$ cat config.mk
export PLATFORM = sky130hd
export DESIGN_NAME = ecc_result_fifo_flat
export DESIGN_NICKNAME = d
export VERILOG_FILES = /design/src/rtl/ecc_pkg.sv /design/src/rtl/ecc_result_fifo_if.sv /design/src/rtl/ecc_result_fifo_sync_fifo.sv /design/src/rtl/ecc_result_fifo.sv /design/src/flat_wrapper.sv
export SDC_FILE = /design/constraint.sdc
export NUM_CORES = 1
export LEC_CHECK = 0
export ABC_CLOCK_PERIOD_IN_PS = 5130
export CAP_MARGIN = 20
export CORE_UTILIZATION = 55
export DETAILED_ROUTE_END_ITERATION = 6
export PLACE_DENSITY = 0.79
export SKIP_LAST_GASP = 1
export SLEW_MARGIN = 30
export SYNTH_ARGS = -nofsm -noshare
export SYNTH_HDL_FRONTEND = slang
export SYNTH_SLANG_ARGS = --single-unit
$ cat constraint.sdc
create_clock -name clk -period 5.13 [get_ports clk]
set_input_delay 0.513 -clock clk [delete_from_list [all_inputs] [get_ports clk]]
set_output_delay 0.513 -clock clk [all_outputs]
set_load 0.02 [all_outputs]
$ cat src/rtl/ecc_pkg.sv
// Shared ECC definitions: decoder error-class encodings and the width of
// one queued result entry ({data, error class}).
package ecc_pkg;

    localparam logic [1:0] NOF_NONE   = 2'd0;  // no error
    localparam logic [1:0] NOF_SINGLE = 2'd1;  // single error corrected
    localparam logic [1:0] NOF_DOUBLE = 2'd2;  // double error detected (3 reserved)

    localparam int ECC_DATA_WIDTH = 32;
    localparam int ENTRY_WIDTH    = ECC_DATA_WIDTH + 2;

    // Entry width for an arbitrary data width: data word plus 2-bit class.
    function automatic int entry_width(input int data_width);
        return data_width + 2;
    endfunction

endpackage

$ cat src/rtl/ecc_result_fifo_if.sv
// Consumer-side valid/ready read port of the ECC result FIFO.
//   rd_valid : head entry present          (master -> slave)
//   rd_data  : head result word            (master -> slave)
//   rd_nof   : head error class            (master -> slave)
//   rd_ready : consumer accepts the head   (slave -> master)
interface ecc_result_fifo_if #(
    parameter int DATA_WIDTH = 32
);
    logic                  rd_valid;
    logic                  rd_ready;
    logic [DATA_WIDTH-1:0] rd_data;
    logic [1:0]            rd_nof;

    modport master (output rd_valid, output rd_data, output rd_nof, input  rd_ready);
    modport slave  (input  rd_valid, input  rd_data, input  rd_nof, output rd_ready);
endinterface

$ cat src/rtl/ecc_result_fifo_sync_fifo.sv
// Synchronous FIFO with a separate occupancy counter.
//   push/wr_data : write request and entry
//   pop          : read request (ignored while empty)
//   rd_data      : head entry, forced to 0 while empty
//   level/full/empty : occupancy, all derived from the registered level
//   push_ok      : the push in this cycle is accepted
// A push while full is accepted only when a pop frees a slot in the same cycle.
module sync_fifo #(
    parameter int WIDTH = 34,
    parameter int DEPTH = 4
) (
    input  logic                     clk,
    input  logic                     rst,
    input  logic                     push,
    input  logic                     pop,
    input  logic [WIDTH-1:0]         wr_data,
    output logic [WIDTH-1:0]         rd_data,
    output logic [$clog2(DEPTH):0]   level,
    output logic                     full,
    output logic                     empty,
    output logic                     push_ok
);
    localparam int PW = $clog2(DEPTH);
    localparam logic [PW:0] FULL_LEVEL = (PW + 1)'(DEPTH);

    logic [WIDTH-1:0] mem [DEPTH];
    logic [PW-1:0]    wr_ptr;
    logic [PW-1:0]    rd_ptr;
    logic             do_pop;

    assign full    = (level == FULL_LEVEL);
    assign empty   = (level == '0);
    assign do_pop  = pop & ~empty;
    assign push_ok = push & (~full | do_pop);
    assign rd_data = empty ? '0 : mem[rd_ptr];

    always_ff @(posedge clk) begin
        if (rst) begin
            wr_ptr <= '0;
            rd_ptr <= '0;
            level  <= '0;
        end else begin
            if (push_ok) wr_ptr <= wr_ptr + 1'b1;
            if (do_pop)  rd_ptr <= rd_ptr + 1'b1;
            case ({push_ok, do_pop})
                2'b10:   level <= level + 1'b1;
                2'b01:   level <= level - 1'b1;
                default: level <= level;
            endcase
        end
    end

    // Storage is not reset; stale contents are hidden by the empty mask.
    always_ff @(posedge clk) begin
        if (!rst && push_ok) mem[wr_ptr] <= wr_data;
    end

endmodule

$ cat src/rtl/ecc_result_fifo.sv
// Captures each completed ECC codec result into a small FIFO and presents it
// on a valid/ready port; keeps saturating decode-outcome statistics.
//   clk, rst        : clock, synchronous active-high reset
//   done_in         : codec operation_done (rising edge = one result)
//   data_in, nof_in : codec result word and error class
//   clr_stats       : clears counters and overflow
//   rd              : read port (valid/ready, data, error class)
//   level/full/empty: FIFO occupancy
//   overflow        : sticky, a result was dropped
//   cnt_ok/cnt_corr/cnt_uncorr : saturating outcome counters
module ecc_result_fifo
    import ecc_pkg::*;
#(
    parameter int DATA_WIDTH = 32,
    parameter int DEPTH      = 4,
    parameter int CNT_WIDTH  = 16
) (
    input  logic                      clk,
    input  logic                      rst,
    input  logic                      done_in,
    input  logic [DATA_WIDTH-1:0]     data_in,
    input  logic [1:0]                nof_in,
    input  logic                      clr_stats,
    ecc_result_fifo_if.master         rd,
    output logic [$clog2(DEPTH):0]    level,
    output logic                      full,
    output logic                      empty,
    output logic                      overflow,
    output logic [CNT_WIDTH-1:0]      cnt_ok,
    output logic [CNT_WIDTH-1:0]      cnt_corr,
    output logic [CNT_WIDTH-1:0]      cnt_uncorr
);
    localparam int EW = entry_width(DATA_WIDTH);

    logic          done_d;
    logic          capture;
    logic          push_ok;
    logic [EW-1:0] head;

    // A level held high on done_in yields exactly one capture.
    assign capture = done_in & ~done_d;

    sync_fifo #(
        .WIDTH (EW),
        .DEPTH (DEPTH)
    ) u_fifo (
        .clk     (clk),
        .rst     (rst),
        .push    (capture),
        .pop     (rd.rd_ready),
        .wr_data ({data_in, nof_in}),
        .rd_data (head),
        .level   (level),
        .full    (full),
        .empty   (empty),
        .push_ok (push_ok)
    );

    assign rd.rd_valid = ~empty;
    assign rd.rd_data  = head[EW-1:2];
    assign rd.rd_nof   = head[1:0];

    always_ff @(posedge clk) begin
        if (rst) begin
            done_d <= 1'b0;
        end else begin
            done_d <= done_in;
        end
    end

    // Statistics count every capture, dropped or not; clr_stats wins.
    always_ff @(posedge clk) begin
        if (rst || clr_stats) begin
            overflow   <= 1'b0;
            cnt_ok     <= '0;
            cnt_corr   <= '0;
            cnt_uncorr <= '0;
        end else if (capture) begin
            if (!push_ok) overflow <= 1'b1;
            if (nof_in == NOF_NONE) begin
                if (cnt_ok != '1) cnt_ok <= cnt_ok + 1'b1;
            end else if (nof_in == NOF_SINGLE) begin
                if (cnt_corr != '1) cnt_corr <= cnt_corr + 1'b1;
            end else if (nof_in >= NOF_DOUBLE) begin
                if (cnt_uncorr != '1) cnt_uncorr <= cnt_uncorr + 1'b1;
            end
        end
    end

endmodule

$ cat src/flat_wrapper.sv
// flat-port wrapper written by rule: the top's interface ports become plain ports
module ecc_result_fifo_flat import ecc_pkg::*;
#(
    parameter int DATA_WIDTH = 32,
    parameter int DEPTH      = 4,
    parameter int CNT_WIDTH  = 16
)
  (clk, rst, done_in, data_in, nof_in, clr_stats, level, full, empty, overflow, cnt_ok, cnt_corr, cnt_uncorr, rd_rd_valid, rd_rd_data, rd_rd_nof, rd_rd_ready);
  ecc_result_fifo_if #(.DATA_WIDTH(DATA_WIDTH)) rd_i ();
  input  logic clk;
  input  logic rst;
  input  logic done_in;
  input  logic [DATA_WIDTH-1:0] data_in;
  input  logic [1:0] nof_in;
  input  logic clr_stats;
  output logic [$clog2(DEPTH):0] level;
  output logic full;
  output logic empty;
  output logic overflow;
  output logic [CNT_WIDTH-1:0] cnt_ok;
  output logic [CNT_WIDTH-1:0] cnt_corr;
  output logic [CNT_WIDTH-1:0] cnt_uncorr;
  output wire logic [$bits(rd_i.rd_valid)-1:0] rd_rd_valid;
  output wire logic [$bits(rd_i.rd_data)-1:0] rd_rd_data;
  output wire logic [$bits(rd_i.rd_nof)-1:0] rd_rd_nof;
  input wire logic [$bits(rd_i.rd_ready)-1:0] rd_rd_ready;
  assign rd_rd_valid = rd_i.rd_valid;
  assign rd_rd_data = rd_i.rd_data;
  assign rd_rd_nof = rd_i.rd_nof;
  assign rd_i.rd_ready = rd_rd_ready;
  ecc_result_fifo #(.DATA_WIDTH(DATA_WIDTH), .DEPTH(DEPTH), .CNT_WIDTH(CNT_WIDTH)) u_core (.clk(clk), .rst(rst), .done_in(done_in), .data_in(data_in), .nof_in(nof_in), .clr_stats(clr_stats), .rd(rd_i), .level(level), .full(full), .empty(empty), .overflow(overflow), .cnt_ok(cnt_ok), .cnt_corr(cnt_corr), .cnt_uncorr(cnt_uncorr));
endmodule
Yosys cells after proc, flatten, opt, wreduce, memory -nomap -nowiden
Memory sizes are Yosys's and may differ from the RTL's. A register that Yosys moved wholly into a read port is not among the register bits. Index checks and enable logic that the tools add are counted.

Shifts and indexed selects: 0. Bitwise gates (word level): 10. Magnitude comparators: 1. Reduce and logical (&&, ||, !) cells: 10. Equal/unequal tests: 7. Multipliers: 0. Divide/modulo/power cells: 0. Muxes and demuxes: 6. Add/subtract/negate cells: 7.

Operators with widths (count): 16-bit by 1-bit adder with 16-bit output, second input constant (3); 16-bit inequality test, second input constant (3); 34-bit 2-to-1 mux (1); 1-bit inverter (6); 3-bit case mux with 2 select lines (1); 5-bit AND reduction (1); 2-bit by 1-bit adder with 2-bit output, second input constant (2); 2-bit by 1-bit == test with 1-bit output, second input constant (2); 2-bit 2-to-1 mux (2); 4-bit AND reduction (1); 3-bit by 1-bit adder with 3-bit output, second input constant (1); 1-bit bitwise AND (3); 3-bit == test, second input constant (1); 3-bit logical NOT (1); 3-bit AND reduction (1); 3-bit by 1-bit subtractor with 3-bit output, second input constant (1); 2-bit == test, second input constant (1); 2-bit greater-or-equal comparator, second input constant (1); 2-bit logical NOT (1); 1-bit 2-to-1 mux (2); 2-bit AND reduction (1); 2-bit nonzero test (1); 1-bit logical AND (1); 1-bit logical NOT (1); 2 further kinds (2).

Register bits after elaboration: 57. Bits in read-only memories: 0. Memories: 1. Word-level logic and storage cells: 50. Latch bits: 0. Memory bits (writable): 136.

Memory list: u_core.u_fifo.mem (depth 4, bits a word 34, read ports 1, clocked after Yosys merged registers in 1, write ports 1, RTL line ecc_result_fifo_sync_fifo.sv:26) `logic [WIDTH-1:0] mem [DEPTH];`.

Logic depth before layout (Yosys ltp)
Depth in word-level cells: 8. Depth in mapped cells: 9. Gate-level depth less buffers: 8.

Cells and area by module
Synthesis repeated with hierarchy kept, for this count alone.

Cell total of the unflattened synthesis: 565. Area, all modules: 8202.9 sq um.

Modules (own cells, without submodules): sync_fifo (seq. area each 4264.1 sq um, area an instance 5823.1 sq um, cells each 282, instances 1); ecc_result_fifo (seq. area each 1001.0 sq um, area an instance 2379.8 sq um, cells each 283, instances 1).

Least setup slack after synthesis
No wires, ideal clock.

Path type: input port to flip-flop. From: input port rd_rd_ready. To: memory u_core.u_fifo.mem[0][0], enable pin. Arrival time: 2.261 ns. Stages: 5. Slack: 2.474 ns. Data required time: 4.736 ns. Path through: clkbuf_1 > inv_1 > a31oi_1 > nor2b_1 > and2_1.

Word-level cells in the longest chain between the ends: 6.

Ends and longest elaborated chain: from (decl) (RTL line flat_wrapper.sv:26) `input wire logic [$bits(rd_i.rd_ready)-1:0] rd_rd_ready;`; 1-bit bitwise AND (RTL line ecc_result_fifo_sync_fifo.sv:33) `assign do_pop = pop & ~empty;`; 1-bit OR (RTL line ecc_result_fifo_sync_fifo.sv:34) `assign push_ok = push & (~full | do_pop);`; 1-bit bitwise AND (RTL line ecc_result_fifo_sync_fifo.sv:34); 1-bit logical AND (RTL line ecc_result_fifo_sync_fifo.sv:55) `if (!rst && push_ok) mem[wr_ptr] <= wr_data;`; 1-bit 2-to-1 mux (RTL line ecc_result_fifo_sync_fifo.sv:55); 1-bit 2-to-1 mux (not written as such) (RTL line ecc_result_fifo_sync_fifo.sv:55); to (decl) (RTL line ecc_result_fifo_sync_fifo.sv:26).

Every way passes these cells.

==> impl_results.md <==
- Area share of the leading cell type in the synthesized netlist: 48.6%
- Leakage: 3.29 nW
- Tcrit/Tclk final: 62.6%
- Hold path start: u_core.overflow
- Vias per inst: between 6 and 7
- Die Y: 126 um
- Starting Density: 57.2%
- CTS H-Tree Depth: 4
- Vias in the first global route: around 5,700
- Ys flop type: edfxtp_1
- Violated checks: DRC
- Share of layout cells above drive strength 1: 10.9%
- Final Power: around 3.5 mW
- Core area: 14,700 um2
- Worst slew pin tran: 0.905 ns
- FF-to-FF path depth: 8
- DRT antenna net count: 0
- Synth top cells by count: edfxtp_1, dfxtp_1, nand2_1
- WHS Endpoint: u_core.overflow
- Yosys top cell by area: edfxtp_1
- Count leader, synth: edfxtp_1
- Status: finished, violations left
- Syn avg cell area: 13.7 um2
- Startpoint types: register
- Routed length per placed instance: about 19 um
- Cts hold-fix bufs: 0
- R2r endpoint: u_core.u_fifo.level[2]
- Fin crit period: 3.21 ns
- Cts bufs inserted: 17
- Setup CP Type: register to primary output
- R2R setup slack: 2.47 ns
- Iteration-0 DRC Markers: 499
- Sw Pwr: 0.795 mW
- Synth Area in XOR/XNOR: 0.417%
- Top fanout value on the critical path: 29
- Routability Congestion: 0.869
- Clock-pin transition on the worst setup and hold timing paths: roughly 0.07 ns
- CTS tree: done
- Pin count of the biggest net entering global routing: 38
- Fillers: 950
- Internal power: 2.72 mW
- Worst-skew pair later-pin latency: ~0.43 ns
- Compound-Gate Fraction of Synth Area: about 6.6%
- Switch share: 22.6%
- Placed insts: around 900
- Max Transition Viols Final: 0
- Clock tree buffer depth: 2
- Setup Skew: between 0.008 and 0.009 ns
- Mapped Area: 8400 um2
- Peak Freq: 312 MHz
- P&R area growth vs syn: 24.3%
- Clock Root Buffer: clkbuf_16
- Synth Area in Adders: 1.28%
- Hold Path Class: register to register
- Unrepaired setup endpoints after global routing: no
- HPWL after DPL: 11,300 um
- Clock sink total: 195
- Synth unique cells: 58
- Post-CTS setup buffers: 0
- Seq pwr share: 49.9%
- Clock share of power: between 30 and 40%
- Via count: 5,639
- Hold Vio Cnt, Final: 0
- PwrDens: around 340 nW/um2
- Synth Net Count: 661
- Max_slew headroom: 39.7%
- Number of remaining DRC errors: 11
- TNS Setup: 0 ns
- First-pass GRT wire length: 29,000 um
- Combinational Power Share: 11.0%
- Main combinational cell family by area after synthesis: simple AND/OR/NAND/NOR gates
- Post_cts resized: 0
- Row Count: 44
- Io pins: ~130
- Nets: 779
- FFs w/ async S/R, synth: 0%
- Sequential fraction of the synthesis area: 62.7%
- CP Capture Type: primary output
- Peak VDD IR: around 260 uV
- Core Util, Final: 71.1%
- Max-cap violations: 0
- Antenna Cells: 0
- Top cells by area, synth: edfxtp_1, dfxtp_1, mux4_2
- Cell count after synthesis: 614
- Port bufs: ~130
- Grt ovf: 0
- Die width: between 100 and 150 um
- All-Layer GR Usage: a little under a quarter
- Die footprint: roughly 16,000 um2
- RR Startpoint: u_core.u_fifo.level[2]
- Post-synth EDFFs: 136
- Pre-antenna DRT Iters: 7
- Initial antenna violation count: 0
- Final setup fails: 0
- Crit path DAT: 2.70 ns
- Fin cells: 929
- Hold depth: 2
- CP required: 4.62 ns
- Mux contribution to synthesized area: approximately an eighth
- Drt total wl: 17,800 um
- #FFs+latches synth: 195
- Post-Synth Simple-Gate Area: 15.0%
- Yosys warns: 0
critical path, cell delays in order, from the launching register on:
cell,delay [ns]
dfxtp_4,0.73
buf_4,0.29
mux4_2,0.52
and2_1,0.17
clkdlybuf4s50_1,0.53
power groups by stage:
stage          clock, mW  sequential (mW)  combinational (mW)
5_1_grt             1.46             1.76               0.412
2_1_floorplan          0             1.76               0.238
6_report            1.37             1.75               0.387
4_1_cts             1.39             1.75               0.390
3_5_place_dp           0             1.79               0.389
3_3_place_gp           0             1.79               0.377
layer usage:
| metal | up-vias | track usage [%] | share of wire [%] |
|---|---|---|---|
| met1 | 2751 | 31.7 | 44 |
| li1 | 2627 | - | - |
| met2 | 243 | 39.1 | 49 |
| met3 | 18 | 5.73 | 6.7 |
| met5 | - | 0 | 0 |
| met4 | 0 | 8.11 | 1.0 |
cells by family (layout without fill, tap and decap cells):
family,count (synthesis),count (layout)
buffers and inverters,44,175
adders and majority gates,8,8
muxes,58,58
AOI/OAI and AO/OA,82,82
DFF,195,195
xor gates and xnor gates,4,4
and+or+nand+nor,223,223
metrics by stage:
step | hold WS (ns) | setup slack (ns) | area (um2)
final | 0.475 | 1.92 | 10400
after global routing | 0.513 | 1.76 | 10400
after CTS | 0.481 | 1.85 | 10400
after detailed placement | 0.467 | 1.94 | 9810
after global placement | 0.468 | 2.03 | 9810
after floorplan | 0.485 | 2.47 | 8400
flip-flops by register name, summed over array words and instances, names as in the netlist, named ones only:
name	cells
u_core.done_d	1
u_core.u_fifo.mem	136
u_core.overflow	1
u_core.cnt_uncorr	16
u_core.u_fifo.wr_ptr	2
u_core.u_fifo.rd_ptr	2
u_core.cnt_ok	16
u_core.cnt_corr	16
u_core.u_fifo.level	3
final cells by class:
| cell class | instances | area (um2) | area share (%) |
|---|---|---|---|
| Multi-Input combinational cell | 375 | 2980 | 28.5 |
| Inverter | 13 | 48.8 | 0.467 |
| Clock inverter | 8 | 80.1 | 0.767 |
| Timing Repair Buffer | 130 | 1290 | 12.4 |
| Sequential cell | 195 | 5270 | 50.4 |
| Tap cell | 184 | 230 | 2.20 |
| Clock buffer | 24 | 547 | 5.23 |
cell usage in the layout (no fill, tap or decap), types with 7 or more instances in the layout:
| master | synthesis | layout |
|---|---|---|
| edfxtp_1 | 136 | 136 |
| clkdlybuf4s50_1 | 0 | 127 |
| dfxtp_1 | 59 | 57 |
| nand2_1 | 51 | 51 |
| and2_1 | 43 | 39 |
| mux4_2 | 34 | 34 |
| mux2i_1 | 24 | 24 |
| or3_1 | 24 | 23 |
| nand3_1 | 21 | 21 |
| a21oi_1 | 21 | 21 |
| clkbuf_16 | 0 | 21 |
| nand4_1 | 18 | 18 |
| nor2_1 | 16 | 15 |
| inv_1 | 13 | 13 |
| o21ai_0 | 12 | 12 |
| a31oi_1 | 9 | 9 |
| nor3_1 | 10 | 9 |
| a211oi_1 | 7 | 7 |
| or4_1 | 7 | 7 |
| ha_1 | 7 | 7 |
worst max-delay path by stage:
stage / slack (ns) / end / cells after the start / startpoint
global route: 1.76 / rd_rd_data[4] / 4 / register
finish: 1.92 / rd_rd_data[2] / 4 / register
detailed placement: 1.94 / u_core.u_fifo.mem[0][5] / 5 / done_in
global placement: 2.03 / rd_rd_data[2] / 4 / register
floorplan: 2.47 / u_core.u_fifo.mem[0][0] / 5 / rd_rd_ready
CTS: 1.85 / rd_rd_data[2] / 4 / register
Note: power is estimated with default switching activity, not from simulation.
